File: config.mk
export PLATFORM = sky130hd
export DESIGN_NAME = phase_detector
export DESIGN_NICKNAME = d
export VERILOG_FILES = /design/src/rtl/dpll_pkg.sv /design/src/rtl/phase_detector_edge_sync.sv /design/src/rtl/phase_detector.sv
export SDC_FILE = /design/constraint.sdc
export NUM_CORES = 1
export LEC_CHECK = 0
export ABC_CLOCK_PERIOD_IN_PS = 4300
export CAP_MARGIN = 20
export CORE_MARGIN = 2
export CORE_UTILIZATION = 45
export DETAILED_ROUTE_END_ITERATION = 6
export PLACE_DENSITY_LB_ADDON = 0.2
export SYNTH_ARGS = -nofsm -noshare
export SYNTH_HDL_FRONTEND = slang
export SYNTH_SLANG_ARGS = --single-unit
File: constraint.sdc
create_clock -name Clock -period 4.3 [get_ports Clock]
set_input_delay 0.645 -clock Clock [delete_from_list [all_inputs] [get_ports Clock]]
set_output_delay 0.645 -clock Clock [all_outputs]
set_load 0.005 [all_outputs]
File: src/rtl/dpll_pkg.sv
// Shared DPLL types and constants for the phase detector and frequency generator.
package dpll_pkg;

    localparam int DPLL_N_BIT = 12;

    typedef enum logic [0:0] {
        IDLE    = 1'b0,
        MEASURE = 1'b1
    } pd_state_t;

endpackage

File: src/rtl/phase_detector_edge_sync.sv
// edge_sync: two-flop synchroniser for an asynchronous pin plus a registered
// rising-edge pulse, one Clock cycle wide.
module edge_sync (
    input  logic Clock,
    input  logic Reset,
    input  logic pin,
    output logic rise
);

    logic [2:0] sync_q;

    always_ff @(posedge Clock) begin
        if (Reset) begin
            sync_q <= '0;
            rise   <= 1'b0;
        end else begin
            sync_q <= {sync_q[1:0], pin};
            rise   <= sync_q[1] & ~sync_q[2];
        end
    end

endmodule

File: src/rtl/phase_detector.sv
// phase_detector: measures the reference period and the ref/fb phase error once per period.
// Optional macro PD_DEADBAND_EN: phase errors <= DEADBAND are reported as zero.
//
// state   | meaning
// IDLE    | waiting for a ref edge to start a period (after reset or timeout)
// MEASURE | counting a reference period, capturing the first fb edge
module phase_detector
    import dpll_pkg::*;
#(
    parameter int N_BIT    = DPLL_N_BIT,
    parameter int TIMEOUT  = 4000,
    parameter int DEADBAND = 1
) (
    input  logic             Clock,
    input  logic             Reset,
    input  logic             ref_in,
    input  logic             fb_in,
    output logic [N_BIT-1:0] f_in,
    output logic [N_BIT-1:0] diff_1,
    output logic [N_BIT-1:0] diff_2,
    output logic             first_second,
    output logic             ready,
    output logic             timeout
);

`ifdef PD_DEADBAND_EN
    localparam bit DB_EN = 1'b1;
`else
    localparam bit DB_EN = 1'b0;
`endif

    localparam logic [N_BIT-1:0] TO_CNT = N_BIT'(TIMEOUT);
    localparam logic [N_BIT-1:0] DB_CNT = N_BIT'(DEADBAND);
    localparam logic [N_BIT-1:0] MIN_P  = N_BIT'(4);
    localparam logic [N_BIT-1:0] ONE    = N_BIT'(1);

    pd_state_t        state;
    logic             ref_edge;
    logic             fb_edge;
    logic [N_BIT-1:0] per_cnt;
    logic [N_BIT-1:0] ph_cnt;
    logic             fb_seen;
    logic [N_BIT-1:0] half_p;
    logic [N_BIT-1:0] nx_f_in;
    logic [N_BIT-1:0] nx_diff_1;
    logic [N_BIT-1:0] nx_diff_2;
    logic             nx_fs;

    edge_sync u_ref_sync (
        .Clock (Clock),
        .Reset (Reset),
        .pin   (ref_in),
        .rise  (ref_edge)
    );

    edge_sync u_fb_sync (
        .Clock (Clock),
        .Reset (Reset),
        .pin   (fb_in),
        .rise  (fb_edge)
    );

    // Result for the period closing now; per_cnt holds its length P.
    always_comb begin
        half_p    = per_cnt >> 1;
        nx_f_in   = half_p - ONE;
        nx_diff_2 = {{(N_BIT-1){1'b0}}, per_cnt[0]};
        nx_diff_1 = '0;
        nx_fs     = 1'b0;
        if (fb_seen) begin
            if (ph_cnt <= half_p) begin
                nx_diff_1 = ph_cnt;
            end else begin
                nx_diff_1 = per_cnt - ph_cnt;
                nx_fs     = 1'b1;
            end
        end
        if (DB_EN && (nx_diff_1 <= DB_CNT)) begin
            nx_diff_1 = '0;
            nx_fs     = 1'b0;
        end
    end

    always_ff @(posedge Clock) begin
        if (Reset) begin
            state        <= IDLE;
            per_cnt      <= '0;
            ph_cnt       <= '0;
            fb_seen      <= 1'b0;
            f_in         <= '0;
            diff_1       <= '0;
            diff_2       <= '0;
            first_second <= 1'b0;
            ready        <= 1'b0;
            timeout      <= 1'b0;
        end else begin
            ready   <= 1'b0;
            timeout <= 1'b0;
            case (state)
                IDLE: begin
                    if (ref_edge) begin
                        state   <= MEASURE;
                        per_cnt <= ONE;
                        ph_cnt  <= '0;
                        fb_seen <= fb_edge;
                    end
                end
                MEASURE: begin
                    if (ref_edge) begin
                        if (per_cnt >= MIN_P) begin
                            f_in         <= nx_f_in;
                            diff_1       <= nx_diff_1;
                            diff_2       <= nx_diff_2;
                            first_second <= nx_fs;
                            ready        <= 1'b1;
                        end
                        // A coincident fb edge opens the new period with zero phase error.
                        per_cnt <= ONE;
                        ph_cnt  <= '0;
                        fb_seen <= fb_edge;
                    end else if (per_cnt >= TO_CNT) begin
                        timeout      <= 1'b1;
                        diff_1       <= '0;
                        diff_2       <= '0;
                        first_second <= 1'b0;
                        state        <= IDLE;
                        per_cnt      <= '0;
                        ph_cnt       <= '0;
                        fb_seen      <= 1'b0;
                    end else begin
                        per_cnt <= per_cnt + ONE;
                        if (fb_edge && !fb_seen) begin
                            ph_cnt  <= per_cnt;
                            fb_seen <= 1'b1;
                        end
                    end
                end
                default: state <= IDLE;
            endcase
        end
    end

endmodule

==> qor.yml, run 1 <==
layout:
  multiInputGateArea_sq_mm: 0.00209
  nNetsFinal: 472
  antenna_cells: 0
  drive_above_1_share_pct: 7.64
  fillerInstances: 761
  syn2layout_area_growth_pct: 12.0
  final_util_pct: 52.5
  finalInstanceArea_sq_mm: 0.00408
  seq_area_sq_mm: 0.00124
logic_synthesis:
  ys.flop_type: "dfxtp_1"
  ys_seq_area_share_pct: 34.1
  yosysTopAreaCell: "dfxtp_1"
  netlist_instances: 422
  synth-seq-cells: 62
  synth_edf_count: 0
  synthDominantCellAreaShare_pct: 34.1
  yosys_warnings: 0
  netlist_area_sq_mm: 0.00364
  post_synth_num_cell_types: 65
  async_reset_ff_share_pct: 0
  post_synth.cell_area_avg_sq_um: 8.62
  synth_area_leaders: "dfxtp_1, ha_1, a21oi_1, nand2_1, xnor2_1"
timing:
  slew_violations: 0
  fmax_ghz: 0.341
  hold_violations: 0
  period_share_pct: 68.2
  fin_ws_ns: 1.37
  setup_viol: 0
  fin_crit_ns: 2.93
  max_slew.worst_pin.slew_ns: 0.981
  fin_tns_setup_ns: 0
  fin_skew_ns: 0.00729
  rsz0062_at_grt: "no"
  maxSlewHeadroom_pct: 34.6
floorplan:
  core_sq_mm: 0.00777
  die_w_um: 93.9
  start_util_pct: 46.8
  num_rows: 32
  fp.dieArea_sq_mm: 0.00882
  io_pins: 43
  die_h_um: 93.9
clock_network:
  clk_latency_ns: 0.34
  cts_resized: 0
  root_buffer: "clkbuf_8"
  cts.sinks: 62
  htree_num_levels: 3
  postCtsHoldBufs: 0
  cts_buffers: 9
  clkTransAtPathRegs_ns: 0.07
  cts_tree: "built"
  cts_setup_buffers: 0
  cts_max_path_buffers: 2
routing:
  dr.pass1.iters: 4
  vias: 2955
  routed_wl_um: 8090
  viasPerCell: 5.40
  route.detailed.drc: 0
  wl_per_cell_um: 14.8
  first_iter_violations: 127
  antenna_left: 0
worst_setup_path:
  r2r_setup_slack_ns: 1.37
  startpoint_type: "register"
  endpoint_kind: "register"
  worstPathMaxFanout: 13
  cp.required_ns: 4.53
  worstPathArrival_ns: 3.16
  crit_type: "register to register"
power:
  irDropWorstVdd_mv: 0.258
  power_uw: 1120
  powerDensity_mw_per_mm2: 275
  leakagePower_uw: 0.00154
job:
  cap_violations: 0
place:
  gp_routability_congestion: 0.844
  io_buffers: 31
  placed_area_sq_mm: 0.00389
  pre_cts_ws_ns: 1.42
  post-dp-hpwl_um: 5850
outcome:
  status: "complete, no violations"
global_routing:
  grt.overflow.total: 0
  grt_pass1_wl_um: 13500
  grt_max_degree: 52
  grt_use_total_pct: 19.7
  grt_pass1_vias: 2747
  grt_antenna_before_repair: 0
min_path:
  hold_path_class: "register to register"
==> through the flow <==
| step | std cells | hold WS (ns) |
|---|---|---|
| floorplan | 432 | 0.367 |
| global placement | 532 | 0.371 |
| detailed placement | 532 | 0.374 |
| CTS | 547 | 0.383 |
| global route | 547 | 0.396 |
| finish | 547 | 0.384 |
==> layout by cell type (no fill, tap or decap), drive strengths merged, types with 3 or more instances in the layout <==
master / count
mux2i: 9
nand3: 19
o211ai: 3
inv: 30
o21ai: 22
nand2: 39
a31oi: 3
ha: 26
a311oi: 5
xor2: 4
nor3b: 3
conb: 11
a21o: 5
a211oi: 11
dfxtp: 62
clkdlybuf4s50: 30
and3: 4
nor3: 9
xnor2: 13
a32oi: 3
clkbuf: 11
nor4: 5
nand4: 5
nor2b: 12
a21oi: 32
nor2: 31
==> registers in the layout, summed over array words and instances (netlist names) <==
register / count
state: 1
diff_1: 12
fb_seen: 1
u_fb_sync.sync_q: 3
timeout: 1
diff_2: 1
first_second: 1
u_ref_sync.rise: 1
per_cnt: 12
f_in: 12
u_ref_sync.sync_q: 3
ph_cnt: 12
u_fb_sync.rise: 1
ready: 1
==> critical path, cell delays in order (launching register included) <==
cell	delay [ns]
dfxtp_1	0.65
inv_1	0.21
ha_1	0.36
and3_1	0.19
a221oi_2	0.24
a21oi_1	0.11
o22ai_2	0.67
mux2i_1	0.17
a22o_1	0.21
==> power by group <==
part | internal (uW) | leakage, uW | total (uW) | switching [uW]
Combinational | 10.4 | 0.000949 | 36.3 | 25.9
Clock | 278 | 0.0000952 | 504 | 225
Sequential | 578 | 0.000501 | 582 | 4.10
==> final cells by class <==
type	count	area share [%]
multi-input cells	306	51.3
flip-flops and latches	62	30.5
repair buffers	32	7.68
clock buffers	11	3.47
well taps	102	3.13
inverters	30	2.76
clock inverters	4	1.17
==> cell usage after synthesis, types with 4 or more instances <==
cell / count
buf_4: 15
nor2_1: 30
mux2i_1: 9
a21o_1: 5
nor3_1: 7
o21ai_1: 11
a311oi_1: 5
nand4_1: 4
nor2b_1: 12
o21ai_0: 10
a21oi_1: 31
ha_1: 26
xnor2_1: 13
dfxtp_1: 62
nand2_1: 38
a211oi_1: 11
buf_6: 5
nand3_1: 19
and3_1: 4
xor2_1: 4
inv_1: 30
buf_2: 6
clkbuf_1: 7
==> routing by layer <==
layer	track usage, %	up-vias	wire (um)
li1	-	1510	-
met1	25.9	1378	3870
met2	31.5	53	3770
met3	4.17	14	289
met4	7.85	0	158
met5	0	-	0
==> logic make-up (layout without fill, tap and decap cells) <==
| family | after synthesis | count (layout) | synth area share (%) |
|---|---|---|---|
| xor+xnor | 17 | 17 | 4.09 |
| mux | 9 | 9 | 2.48 |
| buf+inv | 64 | 77 | 9.42 |
| fa+ha+maj | 27 | 27 | 9.49 |
| other cells | 1 | 11 | 0.103 |
| compound gates | 102 | 102 | 19.1 |
| simple gates | 140 | 140 | 21.3 |
| flops | 62 | 62 | 34.1 |
==> worst paths after layout <==
kind / startpoint / endpoint / cells past startpoint
max: per_cnt[7]$_SDFFE_PP0P_ / diff_1[1]$_SDFFE_PP0P_ / 8
min: u_fb_sync.sync_q[2]$_SDFF_PP0_ / u_fb_sync.rise$_SDFF_PP0_ / 1
max reg2reg: per_cnt[7]$_SDFFE_PP0P_ / diff_1[1]$_SDFFE_PP0P_ / 8
min reg2reg: u_fb_sync.sync_q[2]$_SDFF_PP0_ / u_fb_sync.rise$_SDFF_PP0_ / 1
(Power assumes the default switching activity.)
==> inputs of run 2 (changes only) <==
ABC_CLOCK_PERIOD_IN_PS = 2800   (was 4300)
clock period = 2.8 ns   (was 4.3 ns; I/O delays follow)
==> run 2 against run 1 <==
Net effect: sequential power rose by 53%; final cell count increased by 1.8%; utilization is 0.77 points higher; non-clock buffer count increased by 10; hold slack improved by 0.0020 ns; first-iteration DRC count rose by 39%; combinational power up 71%; cell area is 1.5% higher; largest power group unchanged; highest routed layer unchanged.
==> qor.yml, run 2 (synthesis results as in run 1) <==
layout:
  layout_commonest_cell: "dfxtp_1"
  layout_common_cells: "dfxtp_1, nand2_1, a21oi_1"
  drive_above_1_share_pct: 9.89  # +2.2 points
  syn2layout_area_growth_pct: 13.7
  finalInstanceArea_sq_mm: 0.00414  # +1.5%
  finalNonFillerCells: 557  # +1.8%
  fillerInstances: 750  # -1.4%
  antenna_cells: 0  # unchanged
  final_util_pct: 53.2  # +0.77 points
  nNetsFinal: 482  # +2.1%
routing:
  first_iter_violations: 176  # +39%
  vias: 3010  # +1.9%
  routed_wl_um: 8380  # +3.6%
  route.detailed.drc: 0  # unchanged
  wl_per_cell_um: 15.0  # +1.7%
  viasPerCell: 5.40  # about the same
  dr.pass1.iters: 4  # unchanged
  antenna_left: 0  # unchanged
power:
  clockPowerShare_pct: 42.5  # -2.4 points
  switching_share_pct: 25.0  # +2.2 points
  powerDensity_mw_per_mm2: 401  # +46%
  pwr-share-comb_pct: 3.7  # +0.5 points
  p_int_uw: 1250  # +44%
  power_frac_seq_pct: 53.7  # +1.8 points
  p_sw_uw: 414  # +62%
  leakagePower_uw: 0.00158  # +2.4%
  irDropWorstVdd_mv: 0.257  # -0.36%
clock_network:
  postCtsHoldBufs: 0  # unchanged
  cts_setup_buffers: 0  # unchanged
  root_buffer: "clkbuf_8"
  cts_max_path_buffers: 2  # unchanged
  cts_resized: 0  # unchanged
  cts_buffers: 9  # unchanged
  cts_tree: "built"
  cts.sinks: 62  # unchanged
  clkTransAtPathRegs_ns: 0.07  # about the same
  clk_latency_ns: 0.36  # +0.02 ns
  htree_num_levels: 3  # unchanged
timing:
  setup_viol: 0  # unchanged
  max_slew.worst_pin.slew_ns: 0.662  # -0.319 ns
  rsz0062_at_grt: "no"
  hold_violations: 0  # unchanged
  fin_tns_setup_ns: 0  # unchanged
  fin_crit_ns: 2.39  # -0.540 ns
  period_share_pct: 85.4  # +17 points
  slew_violations: 0  # unchanged
  fmax_ghz: 0.418  # +23%
  maxSlewHeadroom_pct: 55.8  # +21 points
  fin_skew_ns: 0.00651  # -0.000787 ns
floorplan:
  die_h_um: 93.9  # unchanged
  die_w_um: 93.9  # unchanged
  start_util_pct: 46.8  # unchanged
  num_rows: 32  # unchanged
  fp.dieArea_sq_mm: 0.00882  # unchanged
  core_sq_mm: 0.00777  # unchanged
  io_pins: 43  # unchanged
worst_setup_path:
  cp_top_family: "compound AO/OA/AOI/OAI gates"
  startpoint_type: "register"
  critPathBufInv: 2  # +1
  ff2ff_path_depth: 9  # +1
  critical_path.startpoint: "per_cnt[5]$_SDFFE_PP0P_"
  worstReg2RegEnd: "diff_1[1]$_SDFFE_PP0P_"
  endpoint_kind: "register"
  slowest_delay_ns: 0.58  # -0.09 ns
  r2r_setup_slack_ns: 0.41  # -0.96 ns
  slowest_stage: "dfxtp_1"
  crit_type: "register to register"
  endpoint: "diff_1[1]$_SDFFE_PP0P_"
  cp.required_ns: 3.10  # -1.43 ns
  worstPathMaxFanout: 13  # unchanged
  path_cells: "inv_1 > ha_1 > and3_1 > a221oi_2 > a21oi_1 > o22ai_2 > buf_4 > mux2i_1 > a22o_1"
  path_depth: 9  # +1
  worstPathArrival_ns: 2.69  # -0.47 ns
  rr_startpoint: "per_cnt[5]$_SDFFE_PP0P_"
global_routing:
  grtUsageMet3_pct: 3.85  # -0.32 points
  grt_pass1_wl_um: 14300  # +6.0%
  grt_max_degree: 33  # -37%
  grt_busiest_layer: "met2"
  grt.overflow.total: 0  # unchanged
  met1_usage_pct: 28.0  # +2.1 points
  grt_use_total_pct: 20.9  # +1.2 points
  grt_pass1_vias: 2882  # +4.9%
  gr-usage-met2_pct: 32.1  # +0.60 points
  grt_antenna_before_repair: 0  # unchanged
outcome:
  status: "complete, no violations"
min_path:
  hold_path_class: "register to register"
place:
  io_buffers: 31  # unchanged
  placed_area_sq_mm: 0.00396  # +1.9%
  gp_routability_congestion: 0.884  # +4.6%
  dp_cells: 542  # +1.9%
  post-dp-hpwl_um: 6220  # +6.3%
job:
  cap_violations: 0  # unchanged
[run 2: layout make-up]
| class | instances | area, sq um | share of cell area, % |
|---|---|---|---|
| multi-input cells | 306 | 2090 | 50.6 |
| flip-flops and latches | 62 | 1240 | 30.0 |
| repair buffers | 42 | 388 | 9.38 |
| clock buffers | 10 | 138 | 3.33 |
| well taps | 102 | 128 | 3.09 |
| inverters | 30 | 113 | 2.72 |
| clock inverters | 5 | 36.3 | 0.877 |
[run 2: worst min path at each step]
stage / startpoint / endpoint / depth (start not counted)
6_report: u_fb_sync.sync_q[2]$_SDFF_PP0_ / u_fb_sync.rise$_SDFF_PP0_ / 1
2_1_floorplan: u_fb_sync.sync_q[2]$_SDFF_PP0_ / u_fb_sync.rise$_SDFF_PP0_ / 1
4_1_cts: u_ref_sync.sync_q[2]$_SDFF_PP0_ / u_ref_sync.rise$_SDFF_PP0_ / 1
3_3_place_gp: u_fb_sync.sync_q[2]$_SDFF_PP0_ / u_fb_sync.rise$_SDFF_PP0_ / 1
5_1_grt: u_ref_sync.sync_q[2]$_SDFF_PP0_ / u_ref_sync.rise$_SDFF_PP0_ / 1
3_5_place_dp: u_fb_sync.sync_q[2]$_SDFF_PP0_ / u_fb_sync.rise$_SDFF_PP0_ / 1
[run 2: worst register-to-register path, cell delays in order, from the launching register on]
cell      delay [ns]
dfxtp_1         0.58
inv_1           0.12
ha_1            0.31
and3_1          0.21
a221oi_2        0.23
a21oi_1         0.11
o22ai_2         0.17
buf_4           0.25
mux2i_1         0.23
a22o_1          0.14
[run 2: layer usage]
metal,wire (um),vias to the layer above,part of all wire [%]
met1,3910,1398,47
met4,259,0,3.1
met5,0,-,0
met2,3850,62,46
met3,361,21,4.3
li1,-,1529,-
[run 2: power by group through the flow]
| stage | combinational [uW] | sequential, uW | clock [uW] |
|---|---|---|---|
| 2_1_floorplan | 58.9 | 909 | 0 |
| 3_3_place_gp | 61.9 | 911 | 0 |
| 3_5_place_dp | 61.9 | 912 | 0 |
| 4_1_cts | 62.0 | 891 | 726 |
| 5_1_grt | 70.2 | 891 | 763 |
| 6_report | 62.1 | 891 | 706 |
[run 2: through the flow]
stage | hold WS [ns] | setup WS (ns) | total power [uW]
floorplan | 0.367 | 0.575 | 968
global placement | 0.372 | 0.515 | 973
detailed placement | 0.379 | 0.472 | 973
CTS | 0.389 | 0.426 | 1680
global route | 0.392 | 0.239 | 1720
finish | 0.386 | 0.408 | 1660
